`src/rtl/note_scheduler_pkg.sv`:
```
// Shared types and constants for the note scheduler: FSM state encoding,
// the rest/end-marker table codes and the default clock/unit derivation.
package note_sched_pkg;

   typedef enum logic [2:0] {
      ST_IDLE  = 3'd0,
      ST_FETCH = 3'd1,
      ST_LOAD  = 3'd2,
      ST_PLAY  = 3'd3,
      ST_PAUSE = 3'd4
   } state_t;

   localparam int unsigned REST_PERIOD     = 1;
   localparam int unsigned END_DUR         = 0;
   localparam int unsigned DEF_CLK_HZ      = 100_000_000;
   localparam int unsigned DEF_UNIT_CYCLES = DEF_CLK_HZ / 8;

   // Width that holds dur * unit_cycles for any dur of dur_w bits.
   function automatic int unsigned timer_width(input int unsigned dur_w,
                                               input int unsigned unit_cycles);
      return dur_w + $clog2(unit_cycles);
   endfunction

endpackage

```
`src/rtl/note_scheduler_dur_timer.sv`:
```
// Loadable down-counter that times one note; done_flag marks the last
// counting cycle so the sequencer can leave PLAY on the same edge.
module dur_timer #(
   parameter int unsigned WIDTH = 8
) (
   input  logic             clock,
   input  logic             reset,
   input  logic             clear,
   input  logic             load,
   input  logic [WIDTH-1:0] load_value,
   input  logic             count,
   input  logic             hold,
   output logic [WIDTH-1:0] value,
   output logic             done_flag
);

   always_ff @(posedge clock) begin
      if (reset || clear) begin
         value <= '0;
      end else if (load) begin
         value <= load_value;
      end else if (count && !hold && (value != '0)) begin
         value <= value - WIDTH'(1);
      end
   end

   // A value of 0 while counting can only follow a bad load; end the note anyway.
   assign done_flag = count && !hold && (value <= WIDTH'(1));

endmodule

```
`src/rtl/note_scheduler.sv`:
```
// Note table sequencer driving the tone generator period/enable.
// Optional build macro NOTE_GAP_EN mutes the last GAP_CYCLES of every note.
//
// state    | meaning
// IDLE     | stopped, outputs at reset values, waits for armed play
// FETCH    | rom_addr presented, table data arrives next cycle
// LOAD     | capture period/duration, load timer, detect end marker
// PLAY     | tone running, timer counting down
// PAUSE    | play low, timer held, tone off
module note_scheduler
   import note_sched_pkg::*;
#(
   parameter int unsigned CLK_HZ      = DEF_CLK_HZ,
   parameter int unsigned UNIT_CYCLES = DEF_UNIT_CYCLES,
   parameter int unsigned ADDR_W      = 10,
   parameter int unsigned PERIOD_W    = 20,
   parameter int unsigned DUR_W       = 5,
   parameter int unsigned GAP_CYCLES  = 1_000_000
) (
   input  logic                clock,
   input  logic                reset,
   input  logic                play,
   input  logic                stop,
   input  logic                loop_en,
   input  logic [ADDR_W-1:0]   song_len,
   output logic [ADDR_W-1:0]   rom_addr,
   input  logic [PERIOD_W-1:0] rom_period,
   input  logic [DUR_W-1:0]    rom_dur,
   output logic [PERIOD_W-1:0] tone_period,
   output logic                tone_en,
   output logic [ADDR_W-1:0]   note_index,
   output logic                busy,
   output logic                done
);

   localparam int unsigned TW = timer_width(DUR_W, UNIT_CYCLES);

   state_t          state;
   logic            armed;
   logic [TW-1:0]   dur_cycles;
   logic [TW-1:0]   timer_value;
   logic            timer_done;
   logic            end_marker;
   logic            last_note;
   logic [ADDR_W:0] next_count;
   logic            gap_mute;
   logic            unused_cfg;

   assign dur_cycles = TW'(rom_dur) * TW'(UNIT_CYCLES);
   assign end_marker = (rom_dur == DUR_W'(END_DUR));
   assign next_count = (ADDR_W + 1)'(note_index) + (ADDR_W + 1)'(1);
   assign last_note  = (next_count >= {1'b0, song_len});

   dur_timer #(
      .WIDTH (TW)
   ) u_dur_timer (
      .clock      (clock),
      .reset      (reset),
      .clear      (stop),
      .load       ((state == ST_LOAD) && !end_marker && !stop),
      .load_value (dur_cycles),
      .count      (state == ST_PLAY),
      .hold       (state == ST_PAUSE),
      .value      (timer_value),
      .done_flag  (timer_done)
   );

   always_ff @(posedge clock) begin
      if (reset) begin
         state       <= ST_IDLE;
         note_index  <= '0;
         tone_period <= '0;
         done        <= 1'b0;
         armed       <= 1'b1;
      end else begin
         done <= 1'b0;
         if (!play) begin
            armed <= 1'b1;
         end
         if (stop) begin
            // A held play must be released before the song can restart.
            state       <= ST_IDLE;
            note_index  <= '0;
            tone_period <= '0;
            armed       <= !play;
         end else begin
            case (state)
               ST_IDLE: begin
                  if (play && armed) begin
                     if (song_len == '0) begin
                        done  <= 1'b1;
                        armed <= 1'b0;
                     end else begin
                        state <= ST_FETCH;
                     end
                  end
               end
               ST_FETCH: begin
                  state <= ST_LOAD;
               end
               ST_LOAD: begin
                  if (end_marker) begin
                     note_index <= '0;
                     if (loop_en) begin
                        state <= ST_FETCH;
                     end else begin
                        state       <= ST_IDLE;
                        tone_period <= '0;
                        done        <= 1'b1;
                        armed       <= 1'b0;
                     end
                  end else begin
                     tone_period <= rom_period;
                     state       <= play ? ST_PLAY : ST_PAUSE;
                  end
               end
               ST_PLAY: begin
                  if (timer_done) begin
                     if (last_note) begin
                        note_index <= '0;
                        if (loop_en) begin
                           state <= ST_FETCH;
                        end else begin
                           state       <= ST_IDLE;
                           tone_period <= '0;
                           done        <= 1'b1;
                           armed       <= 1'b0;
                        end
                     end else begin
                        note_index <= next_count[ADDR_W-1:0];
                        state      <= ST_FETCH;
                     end
                  end else if (!play) begin
                     state <= ST_PAUSE;
                  end
               end
               ST_PAUSE: begin
                  if (play) begin
                     state <= ST_PLAY;
                  end
               end
               default: begin
                  state <= ST_IDLE;
               end
            endcase
         end
      end
   end

`ifdef NOTE_GAP_EN
   assign gap_mute = (64'(timer_value) <= 64'(GAP_CYCLES));
`else
   assign gap_mute = 1'b0;
`endif

   // Parameters kept for documentation only in some builds.
   assign unused_cfg = ^{32'(CLK_HZ), 32'(GAP_CYCLES)};

   assign rom_addr = note_index;
   assign busy     = (state != ST_IDLE);
   assign tone_en  = (state == ST_PLAY)
                     && (tone_period != PERIOD_W'(REST_PERIOD))
                     && !gap_mute;

endmodule
```
`config.mk`:
```
export PLATFORM = sky130hd
export DESIGN_NAME = note_scheduler
export DESIGN_NICKNAME = d
export VERILOG_FILES = /design/src/rtl/note_scheduler_pkg.sv /design/src/rtl/note_scheduler_dur_timer.sv /design/src/rtl/note_scheduler.sv
export SDC_FILE = /design/constraint.sdc
export NUM_CORES = 1
export LEC_CHECK = 0
export BUFFER_PORTS_ARGS = -buffer_cell sky130_fd_sc_hd__clkbuf_2
export CAP_MARGIN = 20
export CORE_ASPECT_RATIO = 0.9
export CORE_MARGIN = 10
export CORE_UTILIZATION = 30
export CTS_BUF_LIST = sky130_fd_sc_hd__clkbuf_4 sky130_fd_sc_hd__clkbuf_8 sky130_fd_sc_hd__clkbuf_16
export CTS_CLUSTER_DIAMETER = 200
export CTS_CLUSTER_SIZE = 25
export DETAILED_ROUTE_END_ITERATION = 10
export PLACE_DENSITY = 0.55
export SYNTH_ARGS = -nofsm -noshare
export SYNTH_HDL_FRONTEND = slang
export SYNTH_SLANG_ARGS = --single-unit
```
`constraint.sdc`:
```
create_clock -name clock -period 3.8 [get_ports clock]
set_input_delay 0.19 -clock clock [delete_from_list [all_inputs] [get_ports clock]]
set_output_delay 0.19 -clock clock [all_outputs]
set_load 0.05 [all_outputs]
```
# Yosys cells after proc, flatten, opt, wreduce, memory -nomap -nowiden
# Index checks and enable logic that the tools add are counted.
# word_totals
regBits,64
input_bits,40
out_inout_bits,43
word_cells,85
# classes
n_addsub,2
mul,1
magnitude_cmp,2
n_eq_ne,12
muxes,37
reduce_logical,24
# op_table
operator,n
$mux W20,4
$mux W29,2
$pmux W20 S2,1
$mux W10,3
$le A29 B1 Y1 const B,1
$reduce_bool A29 Y1,1
$sub A29 B1 Y29 const B,1
$mul A5 B19 Y24 const B,1
$mux W3,8
$ne A20 B1 Y1 const B,1
$pmux W10 S2,1
$mux W1,15
$pmux W3 S5,1
$ne A2 B2 Y1 const B,6
$add A10 B1 Y11 const B,1
$ge A11 B10 Y1,1
$logic_not A10 Y1,1
$logic_and A1 B1 Y1,7
$eq A3 B2 Y1 const B,2
$pmux W1 S3,2
$reduce_and A3 Y1,2
$logic_not A5 Y1,1
$logic_not A1 Y1,4
$reduce_and A4 Y1,1
8 further kinds,10

# Depth between registers and ports, before layout
# Gate-level depths: netlist (run 1).
# depth
ltp_word,7
ltp_mapped,13
depth_no_buf,13

# Hierarchy
# A second synthesis (run 1) with hierarchy kept.
# unflattened
hier_cells,604
area_unflattened_um2,5037.3
# modules_own_cells
mod,instances,cells_each,area_per_inst_um2,seq_area_each_um2
note_scheduler,1,386,3313.2,700.7
dur_timer,1,218,1724.2,580.6

# Worst setup path before layout (run 1)
# OpenSTA, ideal clock, no wires.
# synth_timing
kind,input -> register
from,input rom_dur[2]
to,register u_dur_timer.value[28]
setup_time_ns,0.062
arrival_time_ns,3.224
required_ns,3.738
path_slack_ns,0.515
stages,12
n_path_buf,0
path_cell_list,fa_1 -> inv_1 -> fa_1 -> inv_1 -> ha_1 -> ha_1 -> nor2b_1 -> o31a_1 -> o211ai_1 -> a21oi_1 -> or4_1 -> nand3_1
# synth_via
elab_chain_cells,5
elab_cells_between_ends,7
classes_between,mul: 1; mux: 1; reduce/logical: 5
# synth_rtl
item,line_no,rtl
from (decl),note_scheduler.sv:28,"input logic [DUR_W-1:0] rom_dur,"
branches (longest 5 deep; another with $mul A5 B19 Y24),-,
to (signal assigned),note_scheduler_dur_timer.sv:21,value <= load_value;
to (signal assigned),note_scheduler_dur_timer.sv:23,value <= value - WIDTH'(1);
to (decl),note_scheduler_dur_timer.sv:13,"output logic [WIDTH-1:0] value,"
# Several ways; the timed one is not identified.
# A chain may end at the register's enable or synchronous reset.

# Final worst setup path (run 1)
# Same ends and word-level chain as after synthesis.

==> flow_metrics.py, run 1 <==
metrics = {
    "synth": {
        "synth-compound-area-share_pct": 22.7,
        "syn_nets": 678,
        "synthFlopType": "dfxtp_1",
        "ys_warn_count": 0,
        "netlist_area_um2": 4870,
        "ys_types": 55,
        "synth_fa_ha_area_share_pct": 18.5,
        "syn_area_per_cell_um2": 8.46,
        "seq_area_frac_synth_pct": 26.3,
        "synth-simple-area-share_pct": 19.7,
        "synth_xor_area_share_pct": 4.86,
        "synth-seq-cells": 64,
        "synth_edf_count": 0,
        "synth-async-reset-ratio_pct": 0,
        "synth_top_family_by_area": "compound AO/OA/AOI/OAI gates",
        "netlist_instances": 575,
        "synthMuxAreaShare_pct": 0.643,
    },
    "clock_network": {
        "clockBufferDepth": 2,
        "insertion_delay_ps": 340,
        "post_cts_buffers": 0,
        "cts_resized": 0,
        "cts_buffers": 9,
        "clock-sinks": 64,
        "cts_max_level": 3,
        "hold_buffers": 0,
        "clock_tree.root_cell": "clkbuf_16",
        "path_clk_slew_ps": 50,
        "cts_tree": "yes",
    },
    "drt": {
        "drc": 0,
        "avgRoutedWirePerCell_um": 15.6,
        "initialDrtViolationCount": 305,
        "drt-vias-per-instance": 5.16,
        "vias": 4446,
        "dr.pass1.iters": 4,
        "antenna_left": 0,
        "routed_wl_um": 13400,
    },
    "floorplanning": {
        "die_h_um": 141,
        "io_pins": 83,
        "die_x_um": 154,
        "start_util_pct": 30.4,
        "rows": 44,
        "die_area_um2": 21700,
        "core_um2": 16000,
    },
    "placed_design": {
        "hpwl_um": 10700,
        "port_buffers": 82,
        "dp_cells": 845,
        "gp_congestion": 0.839,
    },
    "setup_path": {
        "startpoint_type": "primary input",
        "path_max_fanout": 6,
        "cpPeakStageDelay_ps": 590,
        "worstPathCellList": "clkbuf_2 -> fa_1 -> inv_1 -> fa_1 -> inv_1 -> ha_1 -> ha_1 -> nor2b_1 -> o31a_1 -> o211ai_1 -> a21oi_1 -> or4_1 -> nand3_1",
        "cp-end-kind": "flop",
        "required_ps": 4080,
        "cpMaxStageDelayCell": "fa_1",
        "crit_family": "adder cells",
        "cp.arrival_ps": 3600,
        "crit_buf_inv": 3,
        "path_class": "in -> reg",
    },
    "global_route": {
        "antenna_found_initial": 0,
        "grt_pass1_wl_um": 22500,
        "grt_max_degree": 26,
        "grt_pass1_vias": 4464,
        "grt_use_total_pct": 12.4,
        "overflow": 0,
    },
    "pwr": {
        "power_leakage_nw": 2.67,
        "p_total_mw": 2.18,
        "powerDensity_nw_per_um2": 381,
        "ir_drop_uv": 194,
    },
    "timing": {
        "finalSetupTns_ps": 0,
        "finalHoldViolations": 0,
        "finalCritPeriodShare_pct": 87.3,
        "min_period_ps": 3320,
        "fmax_ghz": 0.301,
        "fin_worst_skew_ps": 6.62,
        "relSlewSlack_pct": 58.2,
        "setup_viol": 0,
        "rsz0062_at_grt": "false",
        "slew_violations": 0,
        "tightest_slew_ps": 622,
    },
    "worst_hold_path": {
        "hp-class": "in -> reg",
    },
    "status": {
        "status": "finished, final reports clean",
    },
    "cells_and_area": {
        "final_cell_mix": "82 x clkbuf_2, 64 x dfxtp_1, 55 x inv_1",
        "final_common_cell": "clkbuf_2",
        "area_growth_syn_to_layout_pct": 17.9,
        "final_cells": 861,
        "final_nets": 752,
        "drive_gt1_share_pct": 18.2,
        "nFillCells": 1670,
        "antenna_cells": 0,
    },
    "run": {
        "maxCapViolCount": 0,
    },
}
## kinds of logic after synthesis
logic type,Yosys count
flip-flops,64
adder cells (fa/ha/maj),63
AND/OR/NAND/NOR,178
XOR/XNOR,27
multiplexers,3
buffers and inverters,82
AO/OA/AOI/OAI,158
## per-stage QoR
stage	area, um2	util (%)	hold slack [ps]	setup WS [ps]
after CTS	5740	35.8	54.9	493
after global placement	5460	34.1	406	198
after floorplan	4870	-	269	515
final	5740	35.8	69.5	482
after global routing	5740	35.8	51.6	298
after detailed placement	5460	34.1	412	145
## where the power goes
part	switching, mW	internal [mW]	total, mW
logic	0.428	0.318	0.746
clock network	0.307	0.453	0.760
registers	0.00398	0.674	0.678
total	0.739	1.45	2.18
## routing by layer
metal  vias to the layer above  wire length (um)  track usage (%)
met4                         0                83             2.63
met1                      2102              6230             15.9
met2                       103              6240             19.7
met3                         6               878             4.11
li1                       2235                 -                -
met5                         -                 0                0
## flip-flops by register name, indices dropped and copies added (netlist names)
| signal | cells |
|---|---|
| armed | 1 |
| done | 1 |
| note_index | 10 |
| state | 3 |
| tone_period | 20 |
| u_dur_timer.value | 29 |
## worst reg2reg max path: stages, from the launching register on
cell,delay (ps)
dfxtp_1,470
and3_1,200
nand3_1,130
or2_2,350
o21ai_0,220
nand2_1,90
ha_1,300
nand4_1,110
o2111ai_1,540
inv_1,220
a22o_1,240
## Yosys cell counts (12+ instances only)
cell type / n / area (um2)
nor2_1: 33 / 124
nor4_1: 18 / 113
fa_1: 15 / 300
nand2_1: 36 / 135
xor2_1: 14 / 123
nand3_1: 14 / 70.1
a21o_1: 16 / 120
xnor2_1: 13 / 114
a22o_1: 25 / 219
inv_1: 55 / 206
or3_1: 12 / 75.1
dfxtp_1: 64 / 1280
o21ai_0: 22 / 110
clkbuf_1: 16 / 60.1
a21oi_1: 33 / 165
ha_1: 48 / 601
## area by class of cell
| class | count | area [um2] | share of cell area [%] |
|---|---|---|---|
| Tap cell | 207 | 259 | 4.51 |
| Sequential cell | 64 | 1280 | 22.3 |
| Timing Repair Buffer | 90 | 470 | 8.20 |
| Clock inverter | 6 | 35.0 | 0.611 |
| Clock buffer | 10 | 239 | 4.16 |
| Multi-Input combinational cell | 429 | 3250 | 56.6 |
| Inverter | 55 | 206 | 3.60 |
## path summary, 6_finish.rpt
kind / start / to / slack, ps / cells past startpoint
hold reg to reg: u_dur_timer.value[16] / u_dur_timer.value[16] / 470 / 2
hold / removal: rom_period[14] / tone_period[14] / 70 / 2
setup / recovery: rom_dur[2] / u_dur_timer.value[28] / 480 / 13
setup reg to reg: note_index[0] / note_index[3] / 820 / 10
Note: power is estimated with default switching activity, not from simulation.
==> run 2, diff against run 1 <==
PLACE_DENSITY = not set   (was 0.55)
==> flow_metrics.py, run 2 (synthesis results as in run 1) <==
metrics = {
    "global_route": {
        "grt_max_degree": 21,
        "met3_usage_pct": 2.59,
        "met2_usage_pct": 18.0,
        "grt_pass1_wl_um": 22100,
        "met1_usage_pct": 17.0,
        "antenna_found_initial": 0,
        "grt_pass1_vias": 4235,
        "grt_use_total_pct": 12.0,
        "overflow": 0,
        "busiest_layer": "met2",
    },
    "timing": {
        "setup_viol": 0,
        "finalSetupTns_ps": 0,
        "timing.final.ws_setup_ps": 502,
        "finalCritPeriodShare_pct": 86.8,
        "tightest_slew_ps": 655,
        "rsz0062_at_grt": "false",
        "fmax_ghz": 0.303,
        "min_period_ps": 3300,
        "slew_violations": 0,
        "fin_worst_skew_ps": 11.4,
        "finalHoldViolations": 0,
        "relSlewSlack_pct": 56.3,
    },
    "status": {
        "status": "finished, final reports clean",
    },
    "pwr": {
        "power.switching_mw": 0.729,
        "powerDensity_nw_per_um2": 384,
        "p_comb_share_pct": 33.8,
        "seq_power_share_pct": 30.6,
        "ir_drop_uv": 216,
        "clkPwrFrac_pct": 35.7,
        "swShare_pct": 32.8,
        "power_leakage_nw": 2.71,
        "intPower_mw": 1.49,
    },
    "placed_design": {
        "dp_slack_ps": 189,
        "port_buffers": 82,
        "place_area_um2": 5490,
        "hpwl_um": 10400,
        "dp_cells": 849,
        "gp_congestion": 0.847,
    },
    "clock_network": {
        "post_cts_buffers": 0,
        "hold_buffers": 0,
        "insertion_delay_ps": 330,
        "path_clk_slew_ps": 50,
        "cts_buffers": 9,
        "clock-sinks": 64,
        "cts_resized": 0,
        "clock_tree.root_cell": "clkbuf_16",
        "cts_tree": "yes",
        "cts_max_level": 3,
        "clockBufferDepth": 2,
    },
    "setup_path": {
        "cp-end-kind": "flop",
        "startpoint_type": "primary input",
        "crit_buf_inv": 3,
        "cpMaxStageDelayCell": "fa_1",
        "path_class": "in -> reg",
        "path_max_fanout": 4,
        "cp.arrival_ps": 3560,
        "worstPathCellList": "clkbuf_2 -> fa_1 -> inv_1 -> fa_1 -> inv_1 -> ha_1 -> ha_1 -> nor2b_1 -> o31a_1 -> o211ai_1 -> a21oi_1 -> or4_1 -> nand3_1",
        "cpPeakStageDelay_ps": 560,
        "required_ps": 4070,
        "crit_family": "adder cells",
    },
    "floorplanning": {
        "die_area_um2": 21700,
        "rows": 44,
        "die_x_um": 154,
        "start_util_pct": 30.4,
        "die_h_um": 141,
        "core_um2": 16000,
        "io_pins": 83,
    },
    "cells_and_area": {
        "largestRegisters": "u_dur_timer.value (29), tone_period (20), note_index (10)",
        "largest_reg_flops": 29,
        "final_common_cell": "clkbuf_2",
        "fin_area_um2": 5780,
        "final_cells": 865,
        "final_cell_mix": "82 x clkbuf_2, 64 x dfxtp_1, 55 x inv_1",
        "nFillCells": 1732,
        "drive_gt1_share_pct": 18.7,
        "postLayoutCoreUtil_pct": 36.1,
        "regMostFlops": "u_dur_timer.value",
        "final_nets": 756,
        "area_growth_syn_to_layout_pct": 18.8,
        "antenna_cells": 0,
    },
    "run": {
        "maxCapViolCount": 0,
    },
    "drt": {
        "drc": 0,
        "avgRoutedWirePerCell_um": 15.4,
        "vias": 4409,
        "drt-vias-per-instance": 5.10,
        "antenna_left": 0,
        "initialDrtViolationCount": 299,
        "dr.pass1.iters": 4,
        "routed_wl_um": 13300,
    },
    "worst_hold_path": {
        "hp-class": "in -> reg",
    },
}
[run 2: cell types whose count changed in the layout (fill, tap and decap cells not counted)]
| cell | delta |
|---|---|
| clkbuf_4 | +1 |
| clkinvlp_4 | -2 |
| clkinv_2 | -1 |
| buf_4 | +4 |
| clkbuf_8 | +2 |
[run 2: layout make-up]
class	count	area (um2)	area share (%)
clock buffer	13	274	4.74
timing repair buffer	94	500	8.65
inverter	55	206	3.57
sequential	64	1280	22.2
tap	207	259	4.48
multi-input combinational	429	3250	56.1
clock inverter	3	15.0	0.260
[run 2: metal layers]
metal	up-vias	wire (um)
li1	2256	-
met1	2046	6790
met2	96	5860
met3	11	535
met4	0	140
met5	-	0
[run 2: through the flow]
stage / power, mW / hold slack [ps]
floorplan: 1.25 / 269
global placement: 1.44 / 407
detailed placement: 1.44 / 410
CTS: 2.25 / 63.4
global route: 2.38 / 73.0
finish: 2.22 / 78.9
[run 2: path summary, 6_finish.rpt]
| path | cells after the start | start | slack (ps) | end |
|---|---|---|---|---|
| worst max-delay path | 13 | rom_dur[2] | 500 | u_dur_timer.value[28] |
| worst min-delay path | 2 | rom_period[15] | 80 | tone_period[15] |
| worst max register to register | 11 | note_index[0] | 750 | tone_period[17] |
| worst min register to register | 2 | u_dur_timer.value[16] | 470 | u_dur_timer.value[16] |
[run 2: power by group through the flow]
stage / clock network [mW] / logic [mW] / registers (mW)
after global routing: 0.846 / 0.855 / 0.679
after CTS: 0.818 / 0.751 / 0.678
final: 0.792 / 0.750 / 0.679
after floorplan: 0 / 0.560 / 0.693
after detailed placement: 0 / 0.746 / 0.693
after global placement: 0 / 0.743 / 0.693
==> run 3, diff against run 2 <==
CORE_MARGIN = 1   (was 10)
==> flow_metrics.py, run 3 (synthesis results as in run 1) <==
metrics = {
    "cells_and_area": {
        "regMostFlops": "u_dur_timer.value",
        "largestRegisters": "u_dur_timer.value (29), tone_period (20), note_index (10)",
        "fin_area_um2": 5760,
        "final_cell_mix": "82 x clkbuf_2, 64 x dfxtp_1, 55 x inv_1",
        "area_growth_syn_to_layout_pct": 18.4,
        "antenna_cells": 0,
        "final_cells": 858,
        "nFillCells": 1652,
        "postLayoutCoreUtil_pct": 36.8,
        "final_nets": 755,
        "drive_gt1_share_pct": 18.4,
        "final_common_cell": "clkbuf_2",
        "largest_reg_flops": 29,
    },
    "drt": {
        "antenna_left": 0,
        "routed_wl_um": 12400,
        "vias": 4309,
        "drt-vias-per-instance": 5.02,
        "drc": 0,
        "avgRoutedWirePerCell_um": 14.4,
        "initialDrtViolationCount": 204,
        "dr.pass1.iters": 4,
    },
    "floorplanning": {
        "die_x_um": 136,
        "io_pins": 83,
        "die_h_um": 123,
        "core_um2": 15700,
        "die_area_um2": 16700,
        "start_util_pct": 31.1,
        "rows": 43,
    },
    "pwr": {
        "power.switching_mw": 0.713,
        "p_comb_share_pct": 33.9,
        "intPower_mw": 1.50,
        "powerDensity_nw_per_um2": 383,
        "p_total_mw": 2.21,
        "clkPwrFrac_pct": 35.4,
        "swShare_pct": 32.2,
        "ir_drop_uv": 180,
        "seq_power_share_pct": 30.7,
        "power_leakage_nw": 2.70,
    },
    "clock_network": {
        "cts_buffers": 9,
        "cts_max_level": 3,
        "clock-sinks": 64,
        "cts_resized": 0,
        "hold_buffers": 0,
        "clock_tree.root_cell": "clkbuf_16",
        "post_cts_buffers": 0,
        "insertion_delay_ps": 330,
        "path_clk_slew_ps": 50,
        "clockBufferDepth": 2,
        "cts_tree": "yes",
    },
    "setup_path": {
        "startpoint_type": "primary input",
        "worstPathCellList": "clkbuf_2 -> fa_1 -> inv_1 -> fa_1 -> inv_1 -> ha_1 -> ha_1 -> nor2b_1 -> o31a_1 -> o211ai_1 -> a21oi_1 -> or4_1 -> nand3_1",
        "cpMaxStageDelayCell": "fa_1",
        "required_ps": 4060,
        "cpPeakStageDelay_ps": 560,
        "path_max_fanout": 4,
        "path_class": "in -> reg",
        "cp-end-kind": "flop",
        "cp.arrival_ps": 3540,
    },
    "placed_design": {
        "dp_cells": 843,
        "gp_congestion": 0.865,
        "port_buffers": 82,
        "hpwl_um": 9650,
        "place_area_um2": 5480,
        "dp_slack_ps": 192,
    },
    "run": {
        "maxCapViolCount": 0,
    },
    "global_route": {
        "antenna_found_initial": 0,
        "grt_pass1_wl_um": 20100,
        "grt_use_total_pct": 15.4,
        "grt_pass1_vias": 3970,
        "overflow": 0,
        "grt_max_degree": 21,
    },
    "timing": {
        "finalCritPeriodShare_pct": 86.2,
        "fmax_ghz": 0.305,
        "rsz0062_at_grt": "false",
        "min_period_ps": 3280,
        "fin_worst_skew_ps": 7.54,
        "finalSetupTns_ps": 0,
        "relSlewSlack_pct": 51.9,
        "whs_ps": 80.6,
        "setup_viol": 0,
        "finalHoldViolations": 0,
        "timing.final.ws_setup_ps": 524,
        "slew_violations": 0,
        "tightest_slew_ps": 720,
    },
    "status": {
        "status": "finished, final reports clean",
    },
    "worst_hold_path": {
        "hp-class": "in -> reg",
    },
}
[run 3: worst paths after layout]
path | from | slack, ps | endpoint | depth (start not counted)
setup reg to reg | note_index[0] | 740 | note_index[8] | 10
hold reg to reg | u_dur_timer.value[16] | 480 | u_dur_timer.value[16] | 2
setup / recovery | rom_dur[2] | 520 | u_dur_timer.value[28] | 13
hold / removal | rom_period[14] | 80 | tone_period[14] | 2
[run 3: power by group through the flow]
stage / registers [mW] / clock network, mW / logic (mW)
2_1_floorplan: 0.693 / 0 / 0.560
3_3_place_gp: 0.693 / 0 / 0.747
3_5_place_dp: 0.693 / 0 / 0.750
4_1_cts: 0.679 / 0.813 / 0.756
5_1_grt: 0.679 / 0.837 / 0.845
6_report: 0.679 / 0.782 / 0.749
[run 3: cell type report]
type / instances / area (um2) / share of cell area (%)
inverters: 55 / 206 / 3.58
multi-input cells: 429 / 3250 / 56.3
flip-flops and latches: 64 / 1280 / 22.2
repair buffers: 93 / 493 / 8.55
well taps: 202 / 253 / 4.39
clock buffers: 15 / 283 / 4.91
[run 3: critical path, delay by kind of cell]
family          cells  cell delay [ps]
simple gates        3              720
compound gates      3              660
fa+ha+maj           4             1700
buf+inv             3              270
[run 3: layer usage]
metal  share of wire (%)  wire length (um)  track usage [%]  up-vias
li1                    -                 -                -     2241
met1                  52              6480             22.5     1983
met2                  43              5350             22.9       78
met3                 3.6               441             2.97        7
met4                0.74                92             3.54        0
met5                   0                 0                0        -
